## config.mk

```make
export PLATFORM = sky130hd
export DESIGN_NAME = kf_run_scheduler
export DESIGN_NICKNAME = d
export VERILOG_FILES = /design/src/rtl/kf_run_scheduler.sv
export SDC_FILE = /design/constraint.sdc
export NUM_CORES = 1
export LEC_CHECK = 0
export CORE_MARGIN = 5
export CORE_UTILIZATION = 44
export CTS_BUF_LIST = sky130_fd_sc_hd__clkbuf_16
export DETAILED_ROUTE_END_ITERATION = 10
export DONT_BUFFER_PORTS = 1
export HOLD_SLACK_MARGIN = 0.06
export SLEW_MARGIN = 20
export SYNTH_ARGS = -nofsm -noshare
export SYNTH_HDL_FRONTEND = slang
export SYNTH_SLANG_ARGS = --single-unit
export TNS_END_PERCENT = 30
```

## constraint.sdc

```tcl
create_clock -name clk -period 2.3 [get_ports clk]
set_input_delay 0.115 -clock clk [delete_from_list [all_inputs] [get_ports clk]]
set_output_delay 0.115 -clock clk [all_outputs]
set_load 0.005 [all_outputs]
```

## src/rtl/kf_run_scheduler.sv

```systemverilog
// kf_run_scheduler: accepts one measurement per filter iteration, launches one
// sequencer run per measurement, tracks it through the sequencer READY
// handshake, publishes completion, counts iterations and traps hung runs.
//
// Ports:
//   clk, rst_n            clock, async active-low reset
//   enable                permits acceptance of new measurements
//   meas_valid/ready/data measurement handshake; meas_q holds the accepted value
//   seq_start, seq_ready  one-cycle start pulse out, sequencer READY (1=idle) in
//   out_valid, out_ready  iteration completion handshake
//   iter_limit, cnt_clr   iteration limit (0=unlimited), sync clear of iter_count
//   timeout_cycles        watchdog threshold (0=disabled)
//   clr_err               leaves the ERR state
//   iter_count, busy, timeout_err, state_dbg   status outputs
module kf_run_scheduler #(
    parameter int ITER_W = 16,
    parameter int TO_W   = 12,
    parameter int DATA_W = 16
) (
    input  logic              clk,
    input  logic              rst_n,
    input  logic              enable,
    input  logic              meas_valid,
    input  logic [DATA_W-1:0] meas_data,
    output logic              meas_ready,
    output logic [DATA_W-1:0] meas_q,
    output logic              seq_start,
    input  logic              seq_ready,
    output logic              out_valid,
    input  logic              out_ready,
    input  logic [ITER_W-1:0] iter_limit,
    input  logic              cnt_clr,
    input  logic [TO_W-1:0]   timeout_cycles,
    input  logic              clr_err,
    output logic [ITER_W-1:0] iter_count,
    output logic              busy,
    output logic              timeout_err,
    output logic [2:0]        state_dbg
);

    typedef enum logic [2:0] {
        IDLE     = 3'd0,
        LAUNCH   = 3'd1,
        WAIT_ACK = 3'd2,
        RUN      = 3'd3,
        DONE     = 3'd4,
        ERR      = 3'd5
    } state_t;

    localparam logic [ITER_W-1:0] ITER_ONE = {{(ITER_W-1){1'b0}}, 1'b1};
    localparam logic [TO_W-1:0]   TO_ONE   = {{(TO_W-1){1'b0}}, 1'b1};

    state_t          state;
    logic [TO_W-1:0] timer;
    logic            at_limit;
    logic            wd_hit;
    logic            done_now;
    logic            timing;

    assign at_limit   = (iter_limit != '0) && (iter_count >= iter_limit);
    assign meas_ready = (state == IDLE) && enable && !at_limit;

    assign timing   = (state == WAIT_ACK) || (state == RUN);
    assign wd_hit   = (timeout_cycles != '0) && (timer == timeout_cycles);
    assign done_now = (state == RUN) && seq_ready;

    // Status outputs are pure decodes of the state register.
    assign out_valid   = (state == DONE);
    assign timeout_err = (state == ERR);
    assign busy        = (state != IDLE) && (state != ERR);
    assign state_dbg   = state;

    always_ff @(posedge clk or negedge rst_n) begin
        if (!rst_n) begin
            state      <= IDLE;
            timer      <= '0;
            seq_start  <= 1'b0;
            meas_q     <= '0;
            iter_count <= '0;
        end else begin
            seq_start <= 1'b0;

            // Watchdog timer saturates so a long hang never wraps past the threshold.
            if (timing && (timer != '1)) begin
                timer <= timer + TO_ONE;
            end

            case (state)
                IDLE: begin
                    if (meas_valid && meas_ready) begin
                        meas_q <= meas_data;
                        state  <= LAUNCH;
                    end
                end
                LAUNCH: begin
                    if (seq_ready) begin
                        seq_start <= 1'b1;
                        timer     <= '0;
                        state     <= WAIT_ACK;
                    end
                end
                WAIT_ACK: begin
                    // READY still high during the start cycle is normal; wait for it to drop.
                    if (wd_hit) begin
                        state <= ERR;
                    end else if (!seq_ready) begin
                        state <= RUN;
                    end
                end
                RUN: begin
                    // Completion beats a coincident timeout.
                    if (seq_ready) begin
                        state <= DONE;
                    end else if (wd_hit) begin
                        state <= ERR;
                    end
                end
                DONE: begin
                    if (out_ready) begin
                        state <= IDLE;
                    end
                end
                ERR: begin
                    if (clr_err) begin
                        state <= IDLE;
                    end
                end
                default: state <= IDLE;
            endcase

            if (cnt_clr) begin
                iter_count <= '0;
            end else if (done_now) begin
                iter_count <= iter_count + ITER_ONE;
            end
        end
    end

endmodule

```

Word-level counts from Yosys, hierarchy flattened:

Cells that the tools add are included.

* bits in registers: 48
* input bits: 52
* output and inout port bits: 40
* word-level logic and storage cells: 55

* add/sub/neg operators: 2
* order comparisons: 1
* equal/unequal tests: 14
* muxes and demuxes: 16
* reductions and logical operators: 17

Operator list (number)
* $mux 12: 3
* $mux 16: 2
* $mux 3: 8
* $pmux 3 s6: 1
* $add 16x1->16 const B: 1
* $ge 16x16->1: 1
* $reduce_bool 16->1: 1
* $add 12x1->12 const B: 1
* $eq 12x12->1: 1
* $ne 12x12->1 const B: 1
* $reduce_bool 12->1: 1
* $ne 3x3->1 const B: 3
* $logic_and 1x1->1: 8
* $eq 3x2->1 const B: 2
* $eq 3x3->1 const B: 2
* $reduce_and 6->1: 1
* $ne 2x1->1 const B: 2
* $ne 2x2->1 const B: 2
* $eq 3x1->1 const B: 1
* $logic_not 3->1: 1
* $reduce_bool 3->1: 1
* $mux 1: 2
* $reduce_and 2->1: 1
* $reduce_bool 2->1: 1
* other kinds (2): 2

Depth between registers and ports, before layout:

Gate-level depths: netlist of run 1.

* depth in word-level cells: 7
* mapped depth: 8
* gate-level depth less buffers: 7

Worst setup path before layout of run 1:

Ideal clock, no wire load.

* path kind: register to register
* start: reg iter_count[0]
* end: reg meas_q[10]
* library setup time: 125 ps
* arrival: 2104 ps
* required time: 2175 ps
* setup slack: 71 ps
* stages on the path, launching flop included: 9
* buffers on the path: 1
* period minus slack after synthesis: 2229 ps
* path through: dfrtp_1 inv_1 ha_1 nand2b_4 a2111o_1 a31oi_2 a21oi_4 buf_6 mux2_4

* cells in the longest elaborated chain, start to end: 6

RTL lines
* from (decl): RTL line 35 `output logic [ITER_W-1:0] iter_count,`
* from (signal assigned): RTL line 134 `iter_count <= iter_count + ITER_ONE;`
* $ge 16x16->1: RTL line 60 `assign at_limit = (iter_limit != '0) && (iter_count >= iter_limit);`
* $logic_and 1x1->1: RTL line 60
* $logic_not 1->1: RTL line 61 `assign meas_ready = (state == IDLE) && enable && !at_limit;`
* $logic_and 1x1->1: RTL line 61
* $logic_and 1x1->1: RTL line 90 `if (meas_valid && meas_ready) begin`
* $reduce_and 2->1 (no source line)
* to (signal assigned): RTL line 91 `meas_q <= meas_data;`
* to (decl): RTL line 26 `output logic [DATA_W-1:0] meas_q,`

Every way passes these cells.
A chain may end at the register's enable or synchronous reset.

Final worst setup path of run 1:

* start: reg iter_count[0]
* end: reg meas_q[12]

Same word-level chain as after synthesis.

==> results of run 1 <==
-- flip-flops by register name, indices dropped and copies added (netlist names) --
| signal | flops |
|---|---|
| iter_count | 16 |
| meas_q | 16 |
| timer | 12 |
| state_dbg | 3 |
| seq_start | 1 |
-- report_power, final --
part           internal [W]  switching [W]  total [W]  leakage [nW]
Clock              0.000507       0.000305   0.000813        0.0850
Combinational      0.000475       0.000397   0.000872         0.922
Sequential          0.00106       0.000198    0.00125         0.629
-- layer usage --
metal  up-vias  GRT usage (%)  routed length, µm
met5         -              0                  0
met4         0           4.33                 91
met3         9           4.31                466
met2        66           30.5               3580
met1      1119           20.5               2860
li1       1141              -                  -
-- timing repair --
action                                  CTS  global route
endpoints found under the setup margin    0             2
resized for setup                         0             3
endpoints found under the hold margin    82             0
setup buffers                             0             0
hold buffers                             21             0
-- cell usage after synthesis, types with 2 or more instances --
cell       n
mux2_2     7
nand4b_1   2
or4_1      2
and3_1     2
inv_1     18
mux2_4     9
nor4_1    14
xor2_1     7
a21oi_1   11
dfrtp_1   48
nand2_1   21
nand2b_1   5
a211oi_1   2
nor4b_1    2
nor3_1     7
o21ai_0    9
o31ai_1    3
nand4_1    9
clkbuf_1   6
xnor2_1   29
nor3b_1    3
nand3_1    8
ha_1      18
nor2_1    32
-- metrics by stage --
step | utilization [%] | instance area [µm²] | setup WS (ps)
after global placement | 48.1 | 3210 | 141
after global routing | 54.3 | 3630 | 4.13
final | 54.3 | 3630 | 107
after detailed placement | 48.1 | 3210 | 100
after floorplan | - | 2980 | 70.8
after CTS | 54.0 | 3610 | 93.1
-- cells by family after synthesis --
family,Yosys count
muxes,17
and+or+nand+nor,121
DFF,48
buffers and inverters,27
adders and majority gates,18
AOI/OAI and AO/OA,32
xor gates and xnor gates,36
-- cell type report --
cell class | instances | area, µm² | area share (%)
multi-input cells | 224 | 1690 | 46.6
flip-flops and latches | 48 | 1200 | 33.1
repair buffers | 43 | 405 | 11.2
clock buffers | 5 | 125 | 3.45
well taps | 80 | 100 | 2.76
inverters | 18 | 67.6 | 1.86
clock inverters | 3 | 38.8 | 1.07
-- worst max-delay path by stage --
stage,endpoint,cells past startpoint,start
final,meas_q[12]$_DFFE_PN0P_,8,iter_count[0]$_DFFE_PN0P_
after global routing,meas_q[12]$_DFFE_PN0P_,8,iter_count[0]$_DFFE_PN0P_
after CTS,meas_q[6]$_DFFE_PN0P_,8,iter_count[0]$_DFFE_PN0P_
after detailed placement,meas_q[6]$_DFFE_PN0P_,8,iter_count[0]$_DFFE_PN0P_
after global placement,meas_q[4]$_DFFE_PN0P_,8,iter_count[0]$_DFFE_PN0P_
after floorplan,meas_q[10]$_DFFE_PN0P_,8,iter_count[0]$_DFFE_PN0P_
-- worst min-delay path, cell delays in order --
cell and delay, ps:
and2_1 130, nand2b_1 70, a21oi_1 60
==> impl_metrics.yaml, run 1 <==
worst_setup_path:
  critPathSlowestCell: "a2111o_1"
  timing.rr.start: "iter_count[0]$_DFFE_PN0P_"
  crit_chain: "inv_1, ha_1, nand2b_4, a2111o_1, a31oi_4, a21oi_4, buf_12, mux2_4"
  cpPeakStageDelay_ps: 450
  crit_fanout: 17
  critPathKind: "flop to flop"
  startpoint_type: "flop"
  required_ps: 2470
  r2r_slack_ps: 110
  r2r_cells: 8
  worstPathArrival_ps: 2360
  crit_family: "compound AO/OA/AOI/OAI gates"
  path_buf_inv: 2
  end_kind: "flop"
  regToRegEndpoint: "meas_q[12]$_DFFE_PN0P_"
layout:
  final_common_cell: "dfrtp_1"
  final_cell_mix: "dfrtp_1, nor2_1, xnor2_1"
  nNetsFinal: 410
  fill_cells: 625
  antennaDiodeCount: 0
  final_cells: 421
  drive_gt1_share_pct: 16.4
  area_delta_synth_final_pct: 21.8
synthesis:
  yosysTopAreaCellShare_pct: 40.3
  yosys-mux-area-fraction_pct: 7.51
  synthSimpleGateAreaFrac_pct: 23.3
  seq_area_frac_synth_pct: 40.3
  synthAdderAreaFrac_pct: 7.56
  ys.flop_type: "dfrtp_1"
  syn-num-nets: 369
  ys_types: 49
  async_flop_share_pct: 100
  synth_compound_gate_area_share_pct: 7.01
  syn_area_per_cell_um2: 9.97
  synth_top_family_by_area: "simple AND/OR/NAND/NOR gates"
  synth_edf_count: 0
  synth-seq-cells: 48
  yosysTopAreaCell: "dfrtp_1"
  synth-xor-area-share_pct: 10.6
  syn-cell-area_um2: 2980
  ys.warnings.count: 0
  synth.area.top_cells: "dfrtp_1, xnor2_1, ha_1"
  syn_inst: 299
place:
  dp_cells: 392
  hpwlAfterDp_um: 5270
  port_buffers: 0
  finalWeightedCongestion: 0.867
grt:
  grt_pass1_wl_um: 11900
  grt_overflow: 0
  track_usage_pct: 17.1
  grt_pass1_vias: 2483
  grt_max_degree: 49
  antenna_found_initial: 0
timing:
  hold_viol: 0
  period_share_pct: 95.3
  setup_viol: 0
  fin_crit_ps: 2190
  slew_headroom_pct: 57.3
  fin_setup_tns_ps: 0
  rsz0062_at_grt: "false"
  holdWs_ps: 130
  max_freq_mhz: 456
  fin_skew_ps: 3.46
  tightest_slew_ps: 635
  slew_violations: 0
die:
  initial_core_util_pct: 44.6
  core-area_um2: 6680
  die_h_um: 92.3
  fp-row-count: 30
  dieArea_um2: 8520
  ios: 92
  fp.dieW_um: 92.3
detailed_routing:
  drc: 0
  drt-initial-drc-count: 127
  postRouteAntennaNets: 0
  dr.pass1.iters: 4
  wl_per_cell_um: 16.6
  routed_via_density: 5.55
  vias: 2335
  wl_um: 7000
clock_network:
  clkTransAtPathRegs_ps: 60
  root_buffer: "clkbuf_16"
  cts_max_level: 2
  clock_sinks: 48
  cts_made_buffers: 5
  clk_latency_ps: 280
  cts_tree: "yes"
  cts_buffer_depth: 2
power_and_ir_drop:
  p_per_area_nw_per_um2: 810
  vdd_ir_drop_max_uv: 460
  finalPower_w: 0.00294
  leakagePower_nw: 1.64
min_path:
  hold_path_depth: 3
  hold_class: "input port to flop"
  hp-start: "seq_ready"
  min_to: "state_dbg[1]$_DFFE_PN0P_"
run_status:
  status: "finished, final reports clean"
run:
  cap_violations: 0
No activity file was read; power rests on OpenSTA's default activity.
==> inputs of run 2 (changes only) <==
Settings changed: ABC_AREA from default to 1, RECOVER_POWER from default to 100.
==> run 2 against run 1 <==
  * Final cell count up 36%
  * Sequential cell count unchanged
  * Maximum frequency increased by 6.6%
  * Wire length up 15%
  * Utilization down 3.0 points
==> impl_metrics.yaml, run 2 <==
layout:
  fill_cells: 752
  final_area_um2: 3660
  drive_gt1_share_pct: 5.29
  antennaDiodeCount: 0
  utilization_pct: 51.3
  final_common_cell: "nand2_1"
  top_regs: "iter_count: 16 flops, meas_q: 16 flops, timer: 12 flops"
  final_cell_mix: "nand2_1, nor2_1, inv_1"
  area_delta_synth_final_pct: 14.9
  nNetsFinal: 542
power_and_ir_drop:
  finalPower_w: 0.00339
  switching_share_pct: 37.5
  p_per_area_nw_per_um2: 926
  p_comb_share_pct: 31.6
  p_int_w: 0.00212
  vdd_ir_drop_max_uv: 630
  leakagePower_nw: 1.87
  p_sw_w: 0.00127
  p_seq_share_pct: 40.5
  pwr-share-clk_pct: 27.9
synthesis:
  ys_types: 37
  synth.area.top_cells: "dfrtp_1, nand2_1, nor2_1"
  synth_edf_count: 0
  syn-num-nets: 514
  syn-cell-area_um2: 3190
  syn_inst: 444
  async_flop_share_pct: 100
  seq_area_frac_synth_pct: 37.7
  yosysTopAreaCellShare_pct: 37.7
  ys.flop_type: "dfrtp_1"
  synth-seq-cells: 48
  synthMostInstantiatedCell: "nand2_1"
  syn_area_per_cell_um2: 7.17
  yosysTopAreaCell: "dfrtp_1"
  ys.warnings.count: 0
  synth_common_cells: "nand2_1, nor2_1, dfrtp_1, inv_1, nand3_1"
grt:
  grt_max_degree: 49
  grt_pass1_vias: 2963
  grt_pass1_wl_um: 13100
  grt_overflow: 0
  antenna_found_initial: 0
  track_usage_pct: 18.3
die:
  fp.dieW_um: 95.1
  fp-row-count: 31
  initial_core_util_pct: 44.6
  core-area_um2: 7140
  ios: 92
  die_h_um: 95.1
  dieArea_um2: 9040
clock_network:
  root_buffer: "clkbuf_16"
  cts_max_level: 2
  cts_tree: "yes"
  cts_made_buffers: 5
  clock_sinks: 48
  clkTransAtPathRegs_ps: 70
  cts_setup_buffers: 0
  cts_buffer_depth: 2
  clk_latency_ps: 290
timing:
  max_freq_mhz: 486
  setup_viol: 0
  fin_crit_ps: 2060
  slew_headroom_pct: 20.1
  slew_violations: 0
  hold_viol: 0
  fin_skew_ps: 7.94
  fin_setup_tns_ps: 0
  rsz0062_at_grt: "false"
  period_share_pct: 89.4
  holdWs_ps: 127
  tightest_slew_ps: 1200
detailed_routing:
  routed_via_density: 5.09
  vias: 2912
  drt-initial-drc-count: 114
  drc: 0
  wl_per_cell_um: 14.0
  wl_um: 8030
  dr.pass1.iters: 4
  postRouteAntennaNets: 0
worst_setup_path:
  worstPathArrival_ps: 1940
  startpoint_type: "flop"
  crit_fanout: 17
  r2r_slack_ps: 270
  critPathKind: "flop to output port"
  end_kind: "output port"
  required_ps: 2180
run:
  cap_violations: 0
run_status:
  status: "finished, final reports clean"
place:
  hpwlAfterDp_um: 6160
  finalWeightedCongestion: 0.887
  port_buffers: 0
  dpl_cell_area_um2: 3320
min_path:
  hold_class: "input port to flop"
-- run 2: cell types whose count changed after synthesis, moves of 7 or more --
cell,change
a21oi_1,+15
inv_1,+30
inv_2,+11
mux2_2,-7
mux2_4,-9
nand2_1,+98
nand3_1,+31
nor2_1,+29
nor4_1,-12
o21ai_1,+11
xnor2_1,-29
-- run 2: worst paths after layout --
kind	start	endpoint	depth (start not counted)
hold / removal	seq_ready	iter_count[1]$_DFFE_PN0P_	4
setup reg to reg	iter_count[7]$_DFFE_PN0P_	meas_q[4]$_DFFE_PN0P_	12
hold reg to reg	meas_q[11]$_DFFE_PN0P_	meas_q[11]$_DFFE_PN0P_	2
min in group asynchronous	rst_n	meas_q[5]$_DFFE_PN0P_	2
setup / recovery	iter_count[7]$_DFFE_PN0P_	meas_ready	9
max in group asynchronous	rst_n	timer[2]$_DFF_PN0_	2
-- run 2: cells by family after synthesis --
logic type | count (synthesis) | share of synthesized area, %
AO/OA/AOI/OAI | 54 | 9.86
XOR/XNOR | 12 | 3.30
adder cells (fa/ha/maj) | 18 | 7.07
buffers and inverters | 67 | 8.29
flip-flops | 48 | 37.7
AND/OR/NAND/NOR | 245 | 33.8
-- run 2: power groups by stage --
stage	clock, W	combinational [W]	sequential [W]
after global placement	0	0.00106	0.00139
after global routing	0.00100	0.00127	0.00140
after CTS	0.000973	0.00114	0.00138
after floorplan	0	0.000906	0.00131
final	0.000947	0.00107	0.00137
after detailed placement	0	0.00108	0.00139
-- run 2: cell type report --
class,instances,area [µm²],share of cell area [%]
multi-input combinational,329,1680,45.9
clock buffer,5,125,3.42
tap,99,124,3.38
clock inverter,3,68.8,1.88
sequential,48,1200,32.8
inverter,61,229,6.26
timing repair buffer,27,233,6.36
-- run 2: worst max-delay path, stage by stage, from the launching register on --
cell	delay [ps]
dfrtp_1	440
ha_1	310
a21oi_1	150
nand2_1	70
nor2_1	110
nand2_1	70
nand2_1	60
nand2_1	80
a21boi_2	120
clkbuf_4	250
-- run 2: per-layer routing --
layer	routed length (µm)	track usage (%)	up-vias	share of wire (%)
li1	-	-	1481	-
met1	3470	21.9	1331	43
met2	3910	31.9	85	49
met3	481	4.26	15	6.0
met4	174	6.85	0	2.2
met5	0	0	-	0
-- run 2: what timing repair did --
action,4_1_cts,5_1_grt
gates resized for setup,0,0
hold endpoints to repair,71,0
hold buffers,21,0
-- run 2: per-stage QoR --
step           instances  worst slack (ps)
6_report             572               244
3_5_place_dp         543               350
3_3_place_gp         543               428
4_1_cts              572               233
2_1_floorplan        444               487
5_1_grt              572              50.8
==> inputs of run 3 (changes only) <==
Settings changed: CTS_BUF_LIST sky130_fd_sc_hd__clkbuf_16 to default.
==> run 3 against run 2 <==
  * Global-route usage is essentially flat
  * Sequential power is essentially flat
  * Hold slack lost 30 ps
  * Non-clock buffer count is the same
  * Count of clock-buffer cells in the layout is the same
  * Register-to-register slack is essentially flat
  * Largest power group unchanged
  * Highest routed layer unchanged
==> impl_metrics.yaml, run 3 (synthesis gave the netlist of run 2 again) <==
place:
  post-place-ws_ps: 350
  dpl_cell_area_um2: 3320
  finalWeightedCongestion: 0.887
  hpwlAfterDp_um: 6160
  port_buffers: 0
worst_setup_path:
  r2r_cells: 10
  critPathSlowestCell: "dfrtp_1"
  cpPeakStageDelay_ps: 470
  critPathKind: "flop to output port"
  worstPathArrival_ps: 1950
  crit_top_cell: "a21oi_1"
  required_ps: 2180
  crit_chain: "ha_1, a21oi_1, o21ai_0, a21oi_1, nand2_1, a21boi_2, buf_4"
  crit_fanout: 17
  startpoint_type: "flop"
  end_kind: "output port"
  regToRegEndpoint: "meas_q[15]$_DFFE_PN0P_"
  r2r_slack_ps: 270
  timing.rr.start: "iter_count[11]$_DFFE_PN0P_"
layout:
  fill_cells: 753
  area_delta_synth_final_pct: 13.1
  final_area_um2: 3600
  seq_area_um2: 1200
  multi_input_area_um2: 1680
  final_common_cell: "nand2_1"
  utilization_pct: 50.5
  top_regs: "iter_count: 16 flops, meas_q: 16 flops, timer: 12 flops"
  final_cell_mix: "nand2_1, nor2_1, inv_1"
  drive_gt1_share_pct: 5.29
  nNetsFinal: 542
  antennaDiodeCount: 0
timing:
  fin_crit_ps: 2060
  setup_viol: 0
  period_share_pct: 89.7
  fin_setup_tns_ps: 0
  rsz0062_at_grt: "false"
  max_freq_mhz: 485
  tightest_slew_ps: 1180
  fin_skew_ps: 7.06
  slew_headroom_pct: 21.2
  fin_ws_ps: 238
  hold_viol: 0
  slew_violations: 0
detailed_routing:
  wl_per_cell_um: 14.0
  wl_um: 7990
  drc: 0
  vias: 2902
  routed_via_density: 5.07
  dr.pass1.iters: 5
  drt-initial-drc-count: 104
  postRouteAntennaNets: 0
min_path:
  hold_class: "input port to flop"
  min_to: "iter_count[1]$_DFFE_PN0P_"
  hold_path_depth: 4
  hp-start: "seq_ready"
clock_network:
  cts_resized: 0
  cts_tree: "yes"
  cts_made_buffers: 5
  clock_sinks: 48
  cts_buffer_depth: 2
  clk_latency_ps: 300
  cts_max_level: 2
  clkTransAtPathRegs_ps: 90
  root_buffer: "clkbuf_8"
run_status:
  status: "finished, final reports clean"
power_and_ir_drop:
  switching_share_pct: 39.3
  p_per_area_nw_per_um2: 881
  p_seq_share_pct: 43.1
  leakagePower_nw: 1.84
  p_sw_w: 0.00125
  p_int_w: 0.00193
  vdd_ir_drop_max_uv: 527
  finalPower_w: 0.00317
  p_comb_share_pct: 33.7
  pwr-share-clk_pct: 23.2
die:
  fp.dieW_um: 95.1
  initial_core_util_pct: 44.6
  fp-row-count: 31
  core-area_um2: 7140
  ios: 92
  dieArea_um2: 9040
  die_h_um: 95.1
grt:
  track_usage_pct: 18.3
  grt_pass1_vias: 2964
  antenna_found_initial: 0
  grt_overflow: 0
  grt_pass1_wl_um: 13100
  grt_max_degree: 49
run:
  cap_violations: 0
run 3: what timing repair did:
item,CTS,global route
endpoints found under the hold margin,71,0
hold buffers,21,0
buffers inserted,0,0
run 3: worst max path at each step:
stage / startpoint / to / slack (ps) / cells past startpoint
6_report: iter_count[11]$_DFFE_PN0P_ / meas_ready / 240 / 7
5_1_grt: state_dbg[1]$_DFFE_PN0P_ / iter_count[14]$_DFFE_PN0P_ / 30 / 11
4_1_cts: iter_count[7]$_DFFE_PN0P_ / meas_ready / 200 / 9
3_5_place_dp: iter_count[7]$_DFFE_PN0P_ / meas_q[15]$_DFFE_PN0P_ / 350 / 12
3_3_place_gp: iter_count[7]$_DFFE_PN0P_ / meas_q[13]$_DFFE_PN0P_ / 430 / 12
2_1_floorplan: iter_count[5]$_DFFE_PN0P_ / meas_q[10]$_DFFE_PN0P_ / 490 / 13
run 3: layout make-up:
| type | count | area share, % |
|---|---|---|
| Clock buffer | 5 | 1.91 |
| Clock inverter | 3 | 1.91 |
| Inverter | 61 | 6.35 |
| Multi-Input combinational cell | 329 | 46.6 |
| Sequential cell | 48 | 33.3 |
| Tap cell | 99 | 3.44 |
| Timing Repair Buffer | 27 | 6.46 |
run 3: through the flow:
stage / hold WS (ps) / cells
after floorplan: -181 / 444
after global placement: -179 / 543
after detailed placement: -179 / 543
after CTS: 95.8 / 572
after global routing: 111 / 572
final: 96.9 / 572
run 3: power groups by stage:
| stage | Sequential (W) | Clock [W] | Combinational, W |
|---|---|---|---|
| after floorplan | 0.00131 | 0 | 0.000906 |
| after global placement | 0.00139 | 0 | 0.00106 |
| after detailed placement | 0.00139 | 0 | 0.00108 |
| after CTS | 0.00137 | 0.000770 | 0.00114 |
| after global routing | 0.00140 | 0.000791 | 0.00127 |
| final | 0.00137 | 0.000737 | 0.00107 |
run 3: metal layers:
layer / routed length [µm] / track usage (%)
met5: 0 / 0
met4: 189 / 6.73
met3: 474 / 4.66
met2: 3860 / 31.8
met1: 3460 / 21.8
run 3: worst max-delay path, delay by kind of cell (launching register included):
family / cells / cell delay [ps]
AO/OA/AOI/OAI: 4 / 500
flip-flops: 1 / 470
adder cells (fa/ha/maj): 1 / 340
buffers and inverters: 1 / 220
AND/OR/NAND/NOR: 1 / 110
